<file path="src/rtl/cvm300_frame_emulator.sv">
`default_nettype none
// ============================================================================
//  Module      : cvm300_frame_emulator
//  Description : CMOS sensor frame emulator. A rising edge on FRAME_REQ
//                starts one frame: a frame-overhead wait, then NUM_LINES lines
//                of LINE_PIXELS test-pattern pixels separated by LINE_GAP idle
//                cycles. Requests that arrive mid-frame are dropped and flagged.
//  Revision    : 1.0 - initial release
// ============================================================================
module cvm300_frame_emulator #(
    parameter int LINE_PIXELS = 648,
    parameter int NUM_LINES   = 488,
    parameter int LINE_GAP    = 8,
    parameter int FOT_CYCLES  = 17
) (
    input  logic        CLK_IN,
    input  logic        SYS_RES_N,
    input  logic        FRAME_REQ,
    input  logic [1:0]  PATTERN_SEL,
    output logic [9:0]  D,
    output logic        Data_valid,
    output logic        Line_valid,
    output logic        busy,
    output logic [15:0] frame_count,
    output logic        req_missed
);

    typedef enum logic [1:0] {
        S_IDLE = 2'd0,
        S_FOT  = 2'd1,
        S_LINE = 2'd2,
        S_GAP  = 2'd3
    } state_t;

    // Row/column counters are 12 bits (max 4095), wait counter 8 bits (max 255)
    localparam logic [11:0] c_last_col = 12'(LINE_PIXELS - 1);
    localparam logic [11:0] c_last_row = 12'(NUM_LINES - 1);
    localparam logic [7:0]  c_fot_load = 8'(FOT_CYCLES);
    localparam logic [7:0]  c_gap_load = 8'(LINE_GAP - 1);

    state_t      r_state;
    logic        r_req_q;
    logic        r_armed;
    logic [1:0]  r_pattern;
    logic [11:0] r_row;
    logic [11:0] r_col;
    logic [7:0]  r_wait;
    logic [9:0]  r_d;
    logic        r_dval;
    logic        r_lval;
    logic        r_busy;
    logic [15:0] r_fcnt;
    logic        r_missed;

    logic        w_edge;
    logic [9:0]  w_col_lo_next;

    // Pixel value for a given pattern, row and column (all mod 1024)
    function automatic logic [9:0] f_pixel(
        input logic [1:0] pat,
        input logic [9:0] row_lo,
        input logic [9:0] col_lo,
        input logic [9:0] fc_lo
    );
        logic [9:0] v;
        case (pat)
            2'd0:    v = row_lo + col_lo;
            2'd1:    v = col_lo;
            2'd2:    v = fc_lo;
            default: v = col_lo[0] ? 10'h000 : 10'h3FF;
        endcase
        return v;
    endfunction

    // r_armed blocks a request that was already high when reset released:
    // an edge only counts once a low level has been seen since reset.
    assign w_edge        = FRAME_REQ & ~r_req_q & r_armed;
    assign w_col_lo_next = r_col[9:0] + 10'd1;

    // Request sampling for edge detection
    always_ff @(posedge CLK_IN) begin
        if (!SYS_RES_N) begin
            r_req_q <= 1'b0;
            r_armed <= 1'b0;
        end else begin
            r_req_q <= FRAME_REQ;
            r_armed <= r_armed | ~FRAME_REQ;
        end
    end

    // Frame sequencer with registered video outputs
    always_ff @(posedge CLK_IN) begin
        if (!SYS_RES_N) begin
            r_state   <= S_IDLE;
            r_pattern <= 2'd0;
            r_row     <= 12'd0;
            r_col     <= 12'd0;
            r_wait    <= 8'd0;
            r_d       <= 10'd0;
            r_dval    <= 1'b0;
            r_lval    <= 1'b0;
            r_busy    <= 1'b0;
            r_fcnt    <= 16'd0;
            r_missed  <= 1'b0;
        end else begin
            // busy stays high for the first IDLE cycle after a frame, so an
            // edge landing there is also counted as missed.
            if (w_edge && (r_state != S_IDLE || r_busy)) begin
                r_missed <= 1'b1;
            end

            case (r_state)
                S_IDLE: begin
                    r_d    <= 10'd0;
                    r_dval <= 1'b0;
                    r_lval <= 1'b0;
                    if (w_edge && !r_busy) begin
                        r_state   <= S_FOT;
                        r_pattern <= PATTERN_SEL;
                        r_wait    <= c_fot_load;
                        r_row     <= 12'd0;
                        r_col     <= 12'd0;
                        r_busy    <= 1'b1;
                    end else begin
                        r_busy    <= 1'b0;
                    end
                end

                S_FOT, S_GAP: begin
                    if (r_wait == 8'd0) begin
                        r_state <= S_LINE;
                        r_col   <= 12'd0;
                        r_lval  <= 1'b1;
                        r_dval  <= 1'b1;
                        r_d     <= f_pixel(r_pattern, r_row[9:0], 10'd0, r_fcnt[9:0]);
                    end else begin
                        r_wait  <= r_wait - 8'd1;
                    end
                end

                S_LINE: begin
                    if (r_col == c_last_col) begin
                        r_lval <= 1'b0;
                        r_dval <= 1'b0;
                        r_d    <= 10'd0;
                        if (r_row == c_last_row) begin
                            r_state <= S_IDLE;
                            r_fcnt  <= r_fcnt + 16'd1;
                        end else begin
                            r_state <= S_GAP;
                            r_row   <= r_row + 12'd1;
                            r_wait  <= c_gap_load;
                        end
                    end else begin
                        r_col <= r_col + 12'd1;
                        r_d   <= f_pixel(r_pattern, r_row[9:0], w_col_lo_next, r_fcnt[9:0]);
                    end
                end

                default: begin
                    r_state <= S_IDLE;
                end
            endcase
        end
    end

    assign D           = r_d;
    assign Data_valid  = r_dval;
    assign Line_valid  = r_lval;
    assign busy        = r_busy;
    assign frame_count = r_fcnt;
    assign req_missed  = r_missed;

endmodule
`default_nettype wire

</file>
<file path="config.mk">
export PLATFORM = sky130hd
export DESIGN_NAME = cvm300_frame_emulator
export DESIGN_NICKNAME = d
export VERILOG_FILES = /design/src/rtl/cvm300_frame_emulator.sv
export SDC_FILE = /design/constraint.sdc
export NUM_CORES = 1
export LEC_CHECK = 0
export CORE_AREA = 3 3 100 150
export DETAILED_ROUTE_END_ITERATION = 8
export DIE_AREA = 0 0 103 153
export HOLD_SLACK_MARGIN = 0.06
export MAX_ROUTING_LAYER = met4
export PLACE_DENSITY = 0.49
export SYNTH_ARGS = -nofsm -noshare
export SYNTH_HDL_FRONTEND = slang
export SYNTH_SLANG_ARGS = --single-unit
</file>
<file path="constraint.sdc">
create_clock -name CLK_IN -period 2.7 [get_ports CLK_IN]
set_input_delay 0.27 -clock CLK_IN [delete_from_list [all_inputs] [get_ports CLK_IN]]
set_output_delay 0.27 -clock CLK_IN [all_outputs]
set_load 0.1 [all_outputs]
</file>
Yosys cells after proc, flatten, opt, wreduce, memory -nomap -nowiden
Cells that the tools add are included.
{"block": "classes", "n_addsub": 6, "n_eq_ne": 13, "muxes": 27, "n_bitwise": 5, "reduce_logical": 17}
{"cell": "one-hot mux 10 bit (3 select lines)", "count": 3}
{"cell": "two-way mux 12 bit", "count": 5}
{"cell": "one-hot mux 12 bit (3 select lines)", "count": 1}
{"cell": "two-way mux 8 bit", "count": 4}
{"cell": "two-way mux 10 bit", "count": 3}
{"cell": "adder 12 x 1 -> 12 bit, second input constant", "count": 2}
{"cell": "one-hot mux 12 bit (2 select lines)", "count": 1}
{"cell": "one-hot mux 8 bit (3 select lines)", "count": 1}
{"cell": "adder 16 x 1 -> 16 bit, second input constant", "count": 1}
{"cell": "== test 12 x 10 -> 1 bit, second input constant", "count": 1}
{"cell": "== test 12 x 9 -> 1 bit, second input constant", "count": 1}
{"cell": "inequality test 2 bit, second input constant", "count": 6}
{"cell": "adder 10 x 1 -> 10 bit, second input constant", "count": 1}
{"cell": "adder 10 bit", "count": 1}
{"cell": "AND reduction 3 bit", "count": 3}
{"cell": "zero test 8 bit", "count": 1}
{"cell": "two-way mux 2 bit", "count": 4}
{"cell": "AND reduction 4 bit", "count": 2}
{"cell": "subtractor 8 x 1 -> 8 bit, second input constant", "count": 1}
{"cell": "== test 2 bit, second input constant", "count": 3}
{"cell": "one-hot mux 2 bit (3 select lines)", "count": 1}
{"cell": "== test 2 x 1 -> 1 bit, second input constant", "count": 2}
{"cell": "zero test 2 bit", "count": 2}
{"cell": "AND reduction 2 bit", "count": 2}
{"cell": "other kinds (10)", "count": 16}
{"block": "totals", "register_bits": 67, "input_bits": 5, "out_inout_bits": 30, "word_cells": 80}

Logic depth before layout (Yosys ltp)
{"block": "logic_depth", "depth_word": 6, "depth_mapped": 12, "ltp_nobuf": 11}

Worst setup path before layout
OpenSTA, ideal clock, no wires.
{"block": "synth_timing", "path_type": "register to register", "start": "register r_col[0]", "end": "register r_d[9], in the netlist D[9]", "setup_time_ns": 0.128, "t_arrival_ns": 2.476, "required_time_ns": 2.572, "setup_slack_ns": 0.097, "path_stages_with_launch": 12, "n_path_buf": 1, "period_less_slack_ns": 2.603, "path_cell_list": "dfxtp_1 ha_1 buf_2 nand3_1 nor2_1 xor2_1 ha_1 or4_1 a211o_1 and3_1 o21ai_0 a21oi_1"}
{"block": "synth_via", "elab_chain_cells": 5, "word_cells_on_any_way": 7, "cone_classes": "add/sub: 2; eq/ne: 1; mux: 4"}
{"element": "start, declared", "line": "46", "source": "logic [11:0] r_col;"}
{"element": "start signal, assigned", "line": "155", "source": "r_col <= r_col + 12'd1;"}
{"element": "adder 10 x 1 -> 10 bit", "line": "78", "source": "assign w_col_lo_next = r_col[9:0] + 10'd1;"}
{"element": "adder 10 bit / two-way mux 10 bit (equally long branches)", "line": "67, 70"}
{"element": "one-hot mux 10 bit (3 select lines)", "line": "66", "source": "case (pat)"}
{"element": "two-way mux 10 bit (*)", "line": "142", "source": "if (r_col == c_last_col) begin"}
{"element": "one-hot mux 10 bit (3 select lines) (*)", "line": "112", "source": "case (r_state)"}
{"element": "end signal, assigned", "line": "135", "source": "r_d <= f_pixel(r_pattern, r_row[9:0], 10'd0, r_fcnt[9:0]);"}
{"element": "end signal, assigned", "line": "156", "source": "r_d <= f_pixel(r_pattern, r_row[9:0], w_col_lo_next, r_fcnt[9:0]);"}
{"element": "end, declared", "line": "48", "source": "logic [9:0] r_d;"}
Mark *: on every way between the ends. The rest lies on a longest branch, timed or not.
A chain may end at the register's enable or synchronous reset.

Worst setup path after layout
{"block": "layout_timing", "start": "register r_col[4]", "end": "register r_d[9], in the netlist D[9]"}
{"block": "layout_via", "elab_chain_cells": 5, "word_cells_on_any_way": 6, "cone_classes": "add/sub: 2; eq/ne: 1; mux: 3"}
{"element": "adder 10 x 1 -> 10 bit", "line": "78"}
{"element": "adder 10 bit", "line": "67", "source": "2'd0: v = row_lo + col_lo;"}
{"element": "one-hot mux 10 bit (3 select lines)", "line": "66"}
{"element": "two-way mux 10 bit (*)", "line": "142"}
{"element": "one-hot mux 10 bit (3 select lines) (*)", "line": "112"}
Marks and branches as above.

==> run summary <==
Setup Crit Path Kind - register to register
worst-path cell chain - and3_4 -> nand3_1 -> buf_4 -> xnor2_1 -> ha_1 -> or4_1 -> a211o_1 -> and3_1 -> o21ai_0 -> a21oi_1
leakage power - 0.001865 uW
first-pass GRT wire length - 21910 microns
status - complete, no violations
# hold bufs at CTS - 0
most common cell after layout, fill and taps aside - buf_4
startpoint class of the critical path - register
area growth from synthesis to layout - 26.03%
CP max stage delay - 0.50 ns
post-synthesis cell area - 4100 sq um
CP max stage cell - or4_1
met2 routed WL - 7197 microns
Num CTS Buffers - 9
r2r worst-path depth - 10
Core Footprint - 13930 sq um
CTS Buffer Depth - 2
Ant. Diodes - 0
largest net degree at the start of global routing - 35
commonest cells after routing, fill and taps aside - 70 x buf_4, 63 x dfxtp_1, 62 x nor2_1, 51 x a21oi_1, 48 x nand2_1
CTS tree - built
Setup violations, final - 0
pwr/cell area - 737.3 nW/um^2
Syn Area/Cell - 7.751 sq um
Clock Skew - 0.006470 ns
met3 WL - 442 microns
register area share after synthesis - 32.71%
antenna violations before repair - 0
Initial Utilization - 29.44%
pre-CTS setup slack - 0.02784 ns
io pins - 35
DR vias - 4119
Final Max Slew Viols - 0
Cell Count, Final, Fillers Out - 756
Layout Utilization - 37.11%
final WL - 13700 microns
R2R Path Start - r_col[4]
Total Die Area - 15760 sq um
crit path capture type - register
Synth Warn # - 0
syn_nets - 549
flop-to-flop setup slack - 0.11 ns
worst hold start - r_armed
min cycle time layout - 2.589 ns
Post-DRT Antenna Nets - 0
H-tree Lvls - 3
drt via density - 5.448
clock latency on the worst-skew pair - 0.33 ns
VDD IR-drop max - 0.2854 mV
buffers and inverters on the worst path - 1
Endpoint, Worst Hold - r_armed
std cell rows - 53
share of layout cells above drive strength 1 - 20.14%
Die Y - 153 microns
slew margin rel. - 47.52%
vias in the first global route - 3997
DR pass1 iterations - 4
Total GRT Usage - 18.39%
fin area - 5167 sq um
CP Max Fanout - 4
Post-synth EDFFs - 0
Final nets - 607
HP Class - register to register
hold path depth - 2
clock sink total - 67
Worst-path clk slew - 0.06 ns
Cells after DPL - 739
Root Buffer - clkbuf_16
delay-heaviest family, CP - simple AND/OR/NAND/NOR gates
DP Area - 4752 sq um
FF-to-FF End - D[9]
ys async rst share - 0%
detailed placement HPWL - 10680 microns
Required @ worst endpoint - 2.90 ns
max-cap violation count - 0
Max Freq - 386.3 MHz
Seq cells post-synth - 67
Max Used Layer - met4
crit path DAT - 2.78 ns
drt drc - 0
fin crit share - 95.89%
prevailing post-synth register cell - dfxtp_1
Mapped Cells - 529
routed len/inst - 18.12 microns
port bufs - 34
Yosys cell types - 65
length of routed wiring on met1 - 5544 microns
grt ovf - 0
worst-margin pin slew - 0.7843 ns
Hold Fails Final Rpt - 0
RePlAce Congestion - 0.9613
Iter 0 DRT Violations - 216
PnR worst setup slack - 0.1111 ns
Die Wd - 103 microns
smallest hold slack - 0.4676 ns
-- sequential cells by signal (all words and copies together) (netlist names) --
register,count
r_armed,1
busy,1
r_row,12
r_wait,8
frame_count,16
D,10
Line_valid,1
req_missed,1
r_col,12
r_state,2
r_pattern,2
r_req_q,1
-- routing by layer --
metal	GRT usage, %	up-vias
li1	-	2025
met4	8.025	0
met1	21.29	1980
met3	2.694	26
met2	30.88	88
met5	-	-
-- worst max path at each step --
| stage | from | to | slack [ns] | cells after the start |
|---|---|---|---|---|
| after floorplan | r_col[0] | D[9] | 0.1 | 11 |
| after global placement | r_col[1] | D[5] | 0.09 | 10 |
| after detailed placement | r_col[1] | D[5] | 0.03 | 10 |
| after CTS | r_col[1] | D[5] | 0.02 | 10 |
| after global routing | r_col[4] | D[8] | -0.002 | 11 |
| final | r_col[4] | D[9] | 0.11 | 10 |
-- stage by stage --
stage	TNS [ns]	power [uW]
global placement	0	2465
CTS	0	3846
global route	-0.001826	4020
finish	0	3810
floorplan	0	2027
detailed placement	0	2473
-- cell usage after synthesis (2+ instances only) --
| cell type | count | area [sq um] |
|---|---|---|
| inv_1 | 21 | 78.83 |
| nand3b_1 | 4 | 30.03 |
| and2_1 | 4 | 25.02 |
| or3_1 | 17 | 106.4 |
| o31a_1 | 4 | 35.03 |
| nand3_1 | 16 | 80.08 |
| nand4bb_1 | 2 | 22.52 |
| o22ai_1 | 7 | 43.79 |
| clkbuf_1 | 18 | 67.56 |
| nor3_2 | 3 | 30.03 |
| o221ai_1 | 2 | 17.52 |
| a211o_1 | 3 | 26.28 |
| buf_2 | 7 | 35.03 |
| a211oi_1 | 8 | 60.06 |
| o21a_1 | 2 | 15.01 |
| nor3b_1 | 3 | 22.52 |
| a21oi_1 | 51 | 255.2 |
| nor3_1 | 18 | 90.09 |
| nand4_1 | 9 | 56.30 |
| and3_1 | 2 | 12.51 |
| o21ai_0 | 36 | 180.2 |
| mux2i_1 | 2 | 20.02 |
| nor4_1 | 6 | 37.54 |
| dfxtp_1 | 67 | 1341 |
| ha_1 | 14 | 175.2 |
| or4_1 | 5 | 37.54 |
| o21ba_2 | 2 | 20.02 |
| xnor2_1 | 27 | 236.5 |
| nor2_1 | 63 | 236.5 |
| nor4_2 | 5 | 62.56 |
| nand2_1 | 48 | 180.2 |
| a22oi_1 | 6 | 45.04 |
| a31oi_1 | 6 | 37.54 |
| a21o_1 | 2 | 15.01 |
| nor2b_1 | 4 | 25.02 |
| xor2_1 | 6 | 52.55 |
-- area by class of cell --
| class | count | area [sq um] |
|---|---|---|
| Clock buffer | 9 | 225.2 |
| Clock inverter | 6 | 113.9 |
| Fill cell | 1496 | 8758 |
| Inverter | 23 | 86.33 |
| Multi-Input combinational cell | 411 | 2604 |
| Sequential cell | 67 | 1346 |
| Tap cell | 165 | 206.4 |
| Timing Repair Buffer | 75 | 585.6 |
-- power breakdown --
part / switching [uW] / total (uW) / internal, uW
sequential: 121 / 1190 / 1070
combinational: 800 / 1270 / 466
clock: 454 / 1350 / 900
total: 1380 / 3810 / 2430
-- what timing repair did --
item,4_1_cts,5_1_grt
endpoints found under the setup margin,0,5
setup buffers,0,2
resized for setup,0,16
-- logic make-up (layout without fill, tap and decap cells) --
logic type	after synthesis	after routing	synth area share, %
and+or+nand+nor	217	217	27.98
buffers and inverters	51	113	5.157
xor gates and xnor gates	34	34	7.598
muxes	2	2	0.4883
AOI/OAI and AO/OA	143	143	21.30
DFF	67	67	32.71
adders and majority gates	15	15	4.761
-- worst register-to-register path, delay by kind of cell, from the launching register on --
family / cells / cell delay [ns]
xor+xnor: 1 / 0.15
fa+ha+maj: 1 / 0.23
flops: 1 / 0.36
simple gates: 4 / 0.97
buf+inv: 1 / 0.17
compound gates: 3 / 0.57
(Power assumes the default switching activity.)
